$ cat src/rtl/cpu_pkg.sv
// Shared definitions for the 16-bit accumulator machine controller:
// instruction opcodes, ALU opcodes, sequencer states and decode classes.
package cpu_pkg;

   localparam logic [3:0] OP_HALT  = 4'h0;
   localparam logic [3:0] OP_LOAD  = 4'h1;
   localparam logic [3:0] OP_STORE = 4'h2;
   localparam logic [3:0] OP_ADD   = 4'h3;
   localparam logic [3:0] OP_SUB   = 4'h4;
   localparam logic [3:0] OP_AND   = 4'h5;
   localparam logic [3:0] OP_OR    = 4'h6;
   localparam logic [3:0] OP_XOR   = 4'h7;
   localparam logic [3:0] OP_JUMP  = 4'h8;
   localparam logic [3:0] OP_JUMPZ = 4'h9;
   localparam logic [3:0] OP_SHL   = 4'hA;
   localparam logic [3:0] OP_SHR   = 4'hB;
   localparam logic [3:0] OP_CLEAR = 4'hC;

   localparam logic [3:0] ALU_ADD = 4'b0000;
   localparam logic [3:0] ALU_SUB = 4'b0001;
   localparam logic [3:0] ALU_AND = 4'b1000;
   localparam logic [3:0] ALU_OR  = 4'b1001;
   localparam logic [3:0] ALU_XOR = 4'b1010;
   localparam logic [3:0] ALU_SHL = 4'b0100;
   localparam logic [3:0] ALU_SHR = 4'b0101;

   typedef enum logic [2:0] {
      ST_FETCH,
      ST_FETCH_WAIT,
      ST_DECODE,
      ST_READ,
      ST_READ_WAIT,
      ST_WRITE,
      ST_HALTED
   } state_t;

   // CLS_MEM instructions leave DECODE for READ or WRITE; CLS_EXEC ones finish in DECODE.
   typedef enum logic [1:0] {
      CLS_EXEC,
      CLS_HALT,
      CLS_MEM
   } cls_t;

endpackage

$ cat src/rtl/cpu_instr_decoder.sv
// Combinational opcode decoder: next-state class, ALU opcode, and whether
// the instruction reads memory, stores, or writes the ALU result into ACC.
module instr_decoder
   import cpu_pkg::*;
(
   input  logic [3:0] i_opcode,
   output cls_t       o_cls,
   output logic [3:0] o_alu_op,
   output logic       o_needs_read,
   output logic       o_is_store,
   output logic       o_uses_alu
);

   always_comb begin
      o_cls        = CLS_EXEC;
      o_alu_op     = ALU_ADD;
      o_needs_read = 1'b0;
      o_is_store   = 1'b0;
      o_uses_alu   = 1'b0;
      case (i_opcode)
         OP_HALT:  o_cls = CLS_HALT;
         OP_LOAD:  begin o_cls = CLS_MEM; o_needs_read = 1'b1; end
         OP_STORE: begin o_cls = CLS_MEM; o_is_store = 1'b1; end
         OP_ADD:   begin o_cls = CLS_MEM; o_needs_read = 1'b1; o_uses_alu = 1'b1; o_alu_op = ALU_ADD; end
         OP_SUB:   begin o_cls = CLS_MEM; o_needs_read = 1'b1; o_uses_alu = 1'b1; o_alu_op = ALU_SUB; end
         OP_AND:   begin o_cls = CLS_MEM; o_needs_read = 1'b1; o_uses_alu = 1'b1; o_alu_op = ALU_AND; end
         OP_OR:    begin o_cls = CLS_MEM; o_needs_read = 1'b1; o_uses_alu = 1'b1; o_alu_op = ALU_OR;  end
         OP_XOR:   begin o_cls = CLS_MEM; o_needs_read = 1'b1; o_uses_alu = 1'b1; o_alu_op = ALU_XOR; end
         OP_SHL:   begin o_uses_alu = 1'b1; o_alu_op = ALU_SHL; end
         OP_SHR:   begin o_uses_alu = 1'b1; o_alu_op = ALU_SHR; end
         default:  o_cls = CLS_EXEC;
      endcase
   end

endmodule

$ cat src/rtl/cpu_controller.sv
// Fetch/decode/execute sequencer for the accumulator machine; owns PC, IR
// and ACC, drives the memory port and steers the external ALU.
module cpu_controller
   import cpu_pkg::*;
#(
   parameter int ADDR_W = 16,
   parameter int DATA_W = 16,
   parameter int OPND_W = 12
) (
   input  logic              clk,
   input  logic              reset,
   input  logic              run,
   output logic [ADDR_W-1:0] mem_addr,
   output logic [DATA_W-1:0] mem_wdata,
   output logic              mem_we,
   input  logic [DATA_W-1:0] mem_rdata,
   output logic [3:0]        alu_op,
   output logic [DATA_W-1:0] alu_a,
   output logic [DATA_W-1:0] alu_b,
   input  logic [DATA_W-1:0] alu_result,
   output logic [ADDR_W-1:0] pc,
   output logic [DATA_W-1:0] acc,
   output logic              halted
);

   state_t            r_state;
   logic [ADDR_W-1:0] r_pc;
   logic [DATA_W-1:0] r_ir;
   logic [DATA_W-1:0] r_acc;
   logic              r_mem_we;
   logic              r_halted;

   logic [3:0]        w_opcode;
   logic [ADDR_W-1:0] w_x;
   cls_t              w_cls;
   logic [3:0]        w_dec_alu_op;
   logic              w_needs_read;
   logic              w_is_store;
   logic              w_uses_alu;
   logic              w_alu_active;

   assign w_opcode = r_ir[DATA_W-1 -: 4];
   assign w_x      = {{(ADDR_W-OPND_W){1'b0}}, r_ir[OPND_W-1:0]};

   instr_decoder u_dec (
      .i_opcode     (w_opcode),
      .o_cls        (w_cls),
      .o_alu_op     (w_dec_alu_op),
      .o_needs_read (w_needs_read),
      .o_is_store   (w_is_store),
      .o_uses_alu   (w_uses_alu)
   );

   // Shifts use the ALU in DECODE; binary ops use it in READ_WAIT.
   assign w_alu_active = w_uses_alu &&
                         ((r_state == ST_READ_WAIT) ||
                          ((r_state == ST_DECODE) && (w_cls == CLS_EXEC)));

   assign mem_addr  = ((r_state == ST_READ) || (r_state == ST_WRITE)) ? w_x : r_pc;
   assign mem_wdata = r_acc;
   assign mem_we    = r_mem_we;
   assign alu_op    = w_alu_active ? w_dec_alu_op : ALU_ADD;
   assign alu_a     = r_acc;
   assign alu_b     = mem_rdata;
   assign pc        = r_pc;
   assign acc       = r_acc;
   assign halted    = r_halted;

   always_ff @(posedge clk or posedge reset) begin
      if (reset) begin
         r_state  <= ST_FETCH;
         r_pc     <= '0;
         r_ir     <= '0;
         r_acc    <= '0;
         r_mem_we <= 1'b0;
         r_halted <= 1'b0;
      end else begin
         r_mem_we <= 1'b0;
         case (r_state)
            ST_FETCH: begin
               if (run) r_state <= ST_FETCH_WAIT;
            end
            ST_FETCH_WAIT: begin
               r_ir    <= mem_rdata;
               r_pc    <= r_pc + 1'b1;
               r_state <= ST_DECODE;
            end
            ST_DECODE: begin
               r_state <= ST_FETCH;
               if (w_cls == CLS_HALT) begin
                  r_state  <= ST_HALTED;
                  r_halted <= 1'b1;
               end else if (w_needs_read) begin
                  r_state <= ST_READ;
               end else if (w_is_store) begin
                  r_state  <= ST_WRITE;
                  r_mem_we <= 1'b1;
               end else begin
                  // Overrides the increment from FETCH_WAIT.
                  if ((w_opcode == OP_JUMP) || ((w_opcode == OP_JUMPZ) && (r_acc == '0)))
                     r_pc <= w_x;
                  if (w_uses_alu)
                     r_acc <= alu_result;
                  else if (w_opcode == OP_CLEAR)
                     r_acc <= '0;
               end
            end
            ST_READ:      r_state <= ST_READ_WAIT;
            ST_READ_WAIT: begin
               r_acc   <= w_uses_alu ? alu_result : mem_rdata;
               r_state <= ST_FETCH;
            end
            ST_WRITE:     r_state <= ST_FETCH;
            ST_HALTED:    r_state <= ST_HALTED;
            default:      r_state <= ST_FETCH;
         endcase
      end
   end

endmodule

$ cat config.mk
export PLATFORM = sky130hd
export DESIGN_NAME = cpu_controller
export DESIGN_NICKNAME = d
export VERILOG_FILES = /design/src/rtl/cpu_pkg.sv /design/src/rtl/cpu_instr_decoder.sv /design/src/rtl/cpu_controller.sv
export SDC_FILE = /design/constraint.sdc
export NUM_CORES = 1
export LEC_CHECK = 0
export CORE_MARGIN = 10
export CORE_UTILIZATION = 47
export DETAILED_ROUTE_END_ITERATION = 8
export GPL_ROUTABILITY_DRIVEN = 1
export PLACE_DENSITY = 0.87
export SLEW_MARGIN = 30
export SYNTH_ARGS = -nofsm -noshare
export SYNTH_HDL_FRONTEND = slang
export SYNTH_SLANG_ARGS = --single-unit
$ cat constraint.sdc
create_clock -name clk -period 3.45 [get_ports clk]
set_clock_uncertainty 0.15 [all_clocks]
set_input_delay 0.5175 -clock clk [delete_from_list [all_inputs] [get_ports clk]]
set_output_delay 0.5175 -clock clk [all_outputs]
set_load 0.005 [all_outputs]
=== Yosys cells after proc, flatten, opt, wreduce, memory -nomap -nowiden ===
Cells that the tools add are included.

* Word-level logic and storage cells: 78
* Register bits: 53
* Input port bits: 35

* Mux-type cells: 28
* $add $sub $neg: 1
* Equal/unequal tests: 25
* Reduce and logical (&&, ||, !) cells: 18

{| class="wikitable"
|+ Operators by type and width
! operator !! count
|-
| $mux 16 || 11
|-
| $pmux 16 s2 || 2
|-
| $pmux 4 s6 || 1
|-
| $eq 4x4->1 const B || 5
|-
| $add 16x1->16 const B || 1
|-
| $eq 4x3->1 const B || 4
|-
| $logic_not 16->1 || 1
|-
| $pmux 3 s5 || 1
|-
| $reduce_or 7->1 || 2
|-
| $mux 3 || 4
|-
| $reduce_and 5->1 || 2
|-
| $eq 3x3->1 const B || 3
|-
| $eq 4x2->1 const B || 2
|-
| $ne 2x2->1 const B || 4
|-
| $mux 1 || 7
|-
| $eq 3x2->1 const B || 2
|-
| $reduce_or 6->1 || 1
|-
| $eq 4x1->1 const B || 1
|-
| $logic_not 4->1 || 1
|-
| $mux 4 || 1
|-
| $pmux 2 s2 || 1
|-
| $reduce_bool 2->1 || 2
|-
| $eq 3x1->1 const B || 1
|-
| $logic_and 1x1->1 || 3
|-
| 7 further kinds || 9
|}

=== Longest topological paths before layout ===
* Depth in word-level cells: 8
* Gate-level depth with buffers: 8
* Gate-level depth less buffers: 6

=== Modules after synthesis ===
From an unflattened synthesis, not the netlist that was laid out.

* Cell total of the unflattened synthesis: 378
* Area, all modules: 3370.7 um^2

{| class="wikitable"
|+ Modules (own cells, without submodules)
! module !! sequential area each (um^2) !! area each (um^2) !! cells an instance !! times used
|-
| cpu_controller || 1326.3 || 3241.9 || 358 || 1
|-
| instr_decoder || 0.0 || 128.9 || 20 || 1
|}

=== Worst setup path before layout ===
Ideal clock, no wire load.

* Path kind: reg2out
* Start point: register r_state[1]
* End point: output mem_addr[10]
* Required time: 2.782 ns
* Cell stages (with the launch flop): 6
* Path buffers: 2
* Slack: 1.266 ns
* Data arrival time: 1.517 ns
* Path through: dfrtp_1 buf_2 xor2_1 nand2_1 clkbuf_1 mux2_2

* Word-level cells in the longest chain between the ends: 3
* Elaborated cells between the ends (all ways): 4
* Classes of those cells: eq/ne: 2; mux: 1; reduce/logical: 1

{| class="wikitable"
|+ Ends and longest elaborated chain
! element !! RTL line !! text
|-
| start, declared || cpu_controller.sv:26 || <nowiki>state_t r_state;</nowiki>
|-
| start signal, assigned || cpu_controller.sv:71 || <nowiki>r_state <= ST_FETCH;</nowiki>
|-
| start signal, assigned || cpu_controller.sv:81 || <nowiki>if (run) r_state <= ST_FETCH_WAIT;</nowiki>
|-
| start signal, assigned || cpu_controller.sv:86 || <nowiki>r_state <= ST_DECODE;</nowiki>
|-
| $eq 3x2->1 or $eq 3x3->1 (tied branches) || cpu_controller.sv:59 || <nowiki>assign mem_addr = ((r_state == ST_READ) || (r_state == ST_WRITE)) ? w_x : r_pc;</nowiki>
|-
| $logic_or 1x1->1 * || cpu_controller.sv:59 ||
|-
| $mux 16 * || cpu_controller.sv:59 ||
|-
| end, declared || cpu_controller.sv:13 || <nowiki>output logic [ADDR_W-1:0] mem_addr,</nowiki>
|}

Mark *: on every way between the ends. The rest lies on a longest branch, timed or not.

=== Worst setup path in the final report ===
* Start point: register r_state[2]
* End point: output alu_op[0]

* Word-level cells in the longest chain between the ends: 5
* Elaborated cells between the ends (all ways): 6
* Classes of those cells: eq/ne: 2; mux: 1; reduce/logical: 3

{| class="wikitable"
|+ Ends and longest elaborated chain
! element !! RTL line !! text
|-
| $eq 3x2->1 || cpu_controller.sv:57 || <nowiki>((r_state == ST_DECODE) && (w_cls == CLS_EXEC)));</nowiki>
|-
| $logic_and 1x1->1 || cpu_controller.sv:57 ||
|-
| $logic_or 1x1->1 * || cpu_controller.sv:56 || <nowiki>((r_state == ST_READ_WAIT) ||</nowiki>
|-
| $logic_and 1x1->1 * || cpu_controller.sv:55 || <nowiki>assign w_alu_active = w_uses_alu &&</nowiki>
|-
| $mux 4 * || cpu_controller.sv:62 || <nowiki>assign alu_op = w_alu_active ? w_dec_alu_op : ALU_ADD;</nowiki>
|-
| end, declared || cpu_controller.sv:17 || <nowiki>output logic [3:0] alu_op,</nowiki>
|}

Marks and branches as above.

==> summary.txt <==
Die
  – Top-Level Pins: between 100 and 150
  – Chip Width: slightly above 100 um
  – Die height: between 100 and 150 um
  – Num rows: 30
  – CORE AREA: 0.00676 sq mm
  – Initial core utilization: 0.481
  – Die area: between 0.01 and 0.015 sq mm

Synth
  – Syn avg cell area: 8.57 sq um
  – Share of the synthesized area in the top cell type: 0.408
  – Post-Synthesis Net Count: roughly 420
  – Ranking of synthesized cells by area: dfrtp_1, buf_4, nand2_1
  – Post-Syn Area: 0.00325 sq mm
  – Sequential cell area fraction in the yosys report: 0.408
  – #FFs+latches synth: 53
  – Mux cell area share after synthesis: 0.0447
  – Mapped Cells: 379
  – Post-synthesis compound-gate area fraction: 0.155
  – Main combinational cell family by area after synthesis: simple AND/OR/NAND/NOR gates
  – Simple-Gate Fraction of Synth Area: 0.238
  – Post-Synth XOR/XNOR Area: 0.00539
  – Post-synth top cells: nand2_1, dfrtp_1, buf_4
  – Yosys top cell by area: dfrtp_1
  – Synth async-reset ratio: 1.00
  – Synth Flop Type: dfrtp_1
  – Number of synthesized flops with an enable pin: 0
  – Synth Area in Adders: 0.00385
  – Number of synthesis warnings: 0
  – Most frequent cell after synthesis: nand2_1
  – Unique cell type count in the Yosys netlist: 49

Outcome
  – Status: finished, final reports clean

STA
  – Min Clock Period, post-route: between 3 and 4 ns
  – Worst slew pin tran: ~0.7 ns
  – RSZ-0062 raised after global routing: false
  – Final Max Slew Viols: 0
  – Setup TNS: 0 ns
  – Max-slew headroom: 0.533
  – Final period utilization: 0.912
  – Hold Vio Cnt, Final: 0
  – Final setup violation count: 0
  – Peak Freq: 318 MHz

Critical path
  – CP required: 2.78 ns
  – R2R cell count: 5
  – Setup CP Type: reg2out
  – Endpoint class of the critical path: output pin
  – CP max FO: 19
  – CP arrival: 2.48 ns
  – Startpoint types: register

Place
  – Placed Instances: between 500 and 600
  – Port bufs: approximately 140
  – Placer congestion estimate: approximately 0.85
  – DP Wirelength: 7930 um

Routing
  – DRT Pass-1 Iters: 4
  – Final ANT Viol Nets: 0
  – DR DRC count: 0
  – Met2 wire length: roughly 4700 um
  – Via count: 3007
  – Wl on met1: approximately 4000 um
  – Final wirelength: roughly 10000 um
  – Met3 wire length: roughly 1100 um
  – Routed len/inst: 18.7 um
  – Vias per cell: 5.59
  – Initial DRC count: 164
  – Top routing layer used: met4

Clock network
  – CTS Buffer Depth: 2
  – Reg clk slew, reported paths: about 0.080 ns
  – Clock Latency Late Sink: roughly 0.3 ns
  – CTS tree: yes
  – Clock Sinks: 53
  – Number of CTS-inserted buffers: 5
  – Post-CTS Setup Bufs: 0
  – Post_cts resized: 0
  – Clock Tree Root: clkbuf_8
  – Cts hold-fix bufs: 0
  – H-tree depth: 2

Final layout
  – Area grow syn2layout: 35.2%
  – FILL cells: about 520
  – Nets: around 490
  – Cell Count, Final, Fillers Out: roughly 540
  – ANT cells: 0
  – Share of layout cells above drive strength 1: 0.0808
  – Utilization after layout: 0.650

GRT
  – Total gr overflow: 0
  – Largest net degree at the start of global routing: 36
  – Vias in the first global route: between 2000 and 3000
  – Global-route wire length before repair: around 15000 um
  – Total track usage: 0.180
  – Antenna violations before repair: 0

Hold path
  – Worst Hold Depth: 1
  – Hold Crit Class: reg2reg

Power
  – Pwr dens: between 800 and 900 mW/mm^2
  – Pleak: 0.00180 uW
  – VDD IR max: 0.385 mV

Job
  – Max Cap Viol: 0
[layer usage]
layer	global-route usage	vias up
li1	-	1427
met1	0.205	1414
met2	0.306	150
met3	0.0603	16
met4	0.0631	0
met5	0	-
[placed cells by master, fill, tap and decap left out, drive strengths merged, types with 7 or more instances in the layout]
cell type        n
o21ai           33
clkdlybuf4s50  136
nor2            19
mux2            12
a31oi           18
dfrtp           53
clkbuf           7
and2             7
nand3            7
nor2b           16
nand2           79
[layout make-up]
type	instances	area, sq um	area share
clock buffers	7	86.3	0.0196
multi-input cells	253	1460	0.333
inverters	3	11.3	0.00256
flip-flops and latches	53	1330	0.302
well taps	80	100	0.0228
repair buffers	142	1410	0.320
[final timing paths]
kind                            startpoint  slack (ns)        end
worst min-delay path                halted        0.34     halted
worst max-delay path            r_state[2]        0.30  alu_op[0]
max in group asynchronous            reset        1.99     pc[11]
worst min register to register      halted        0.34     halted
worst max register to register  r_state[1]        0.92      pc[5]
min in group asynchronous            reset        0.37     acc[6]
[cell families after synthesis]
group                      count (synthesis)
adders and majority gates                  1
DFF                                       53
AOI/OAI and AO/OA                         77
xor gates and xnor gates                   2
and+or+nand+nor                          160
buffers and inverters                     73
muxes                                     13
[sequential cells by signal, indices dropped and copies added, names as in the netlist]
register,flops
r_ir,16
r_state,3
pc,16
mem_we,1
acc,16
halted,1
[report_power, final]
part	total (uW)	switching, uW	internal, uW
combinational	2210	974	1230
clock	352	193	160
sequential	1290	402	891
total	3850	1570	2280
[worst max-delay path: stages, from the launching register on]
cell	delay, ns
dfrtp_1	0.52
nor3b_2	0.24
buf_4	0.27
o21ai_0	0.17
o32ai_1	0.40
clkdlybuf4s50_1	0.57
[through the flow]
stage / power, uW / setup slack, ns / hold WS (ns) / cell area, sq um
global placement: 3440 / 0.786 / 0.320 / 4310
floorplan: 2510 / 1.27 / 0.307 / 3250
detailed placement: 3520 / 0.719 / 0.331 / 4310
global route: 4160 / 0.147 / 0.372 / 4390
finish: 3850 / 0.304 / 0.342 / 4390
CTS: 3880 / 0.319 / 0.352 / 4390
Power figures use the tool's default switching activity.
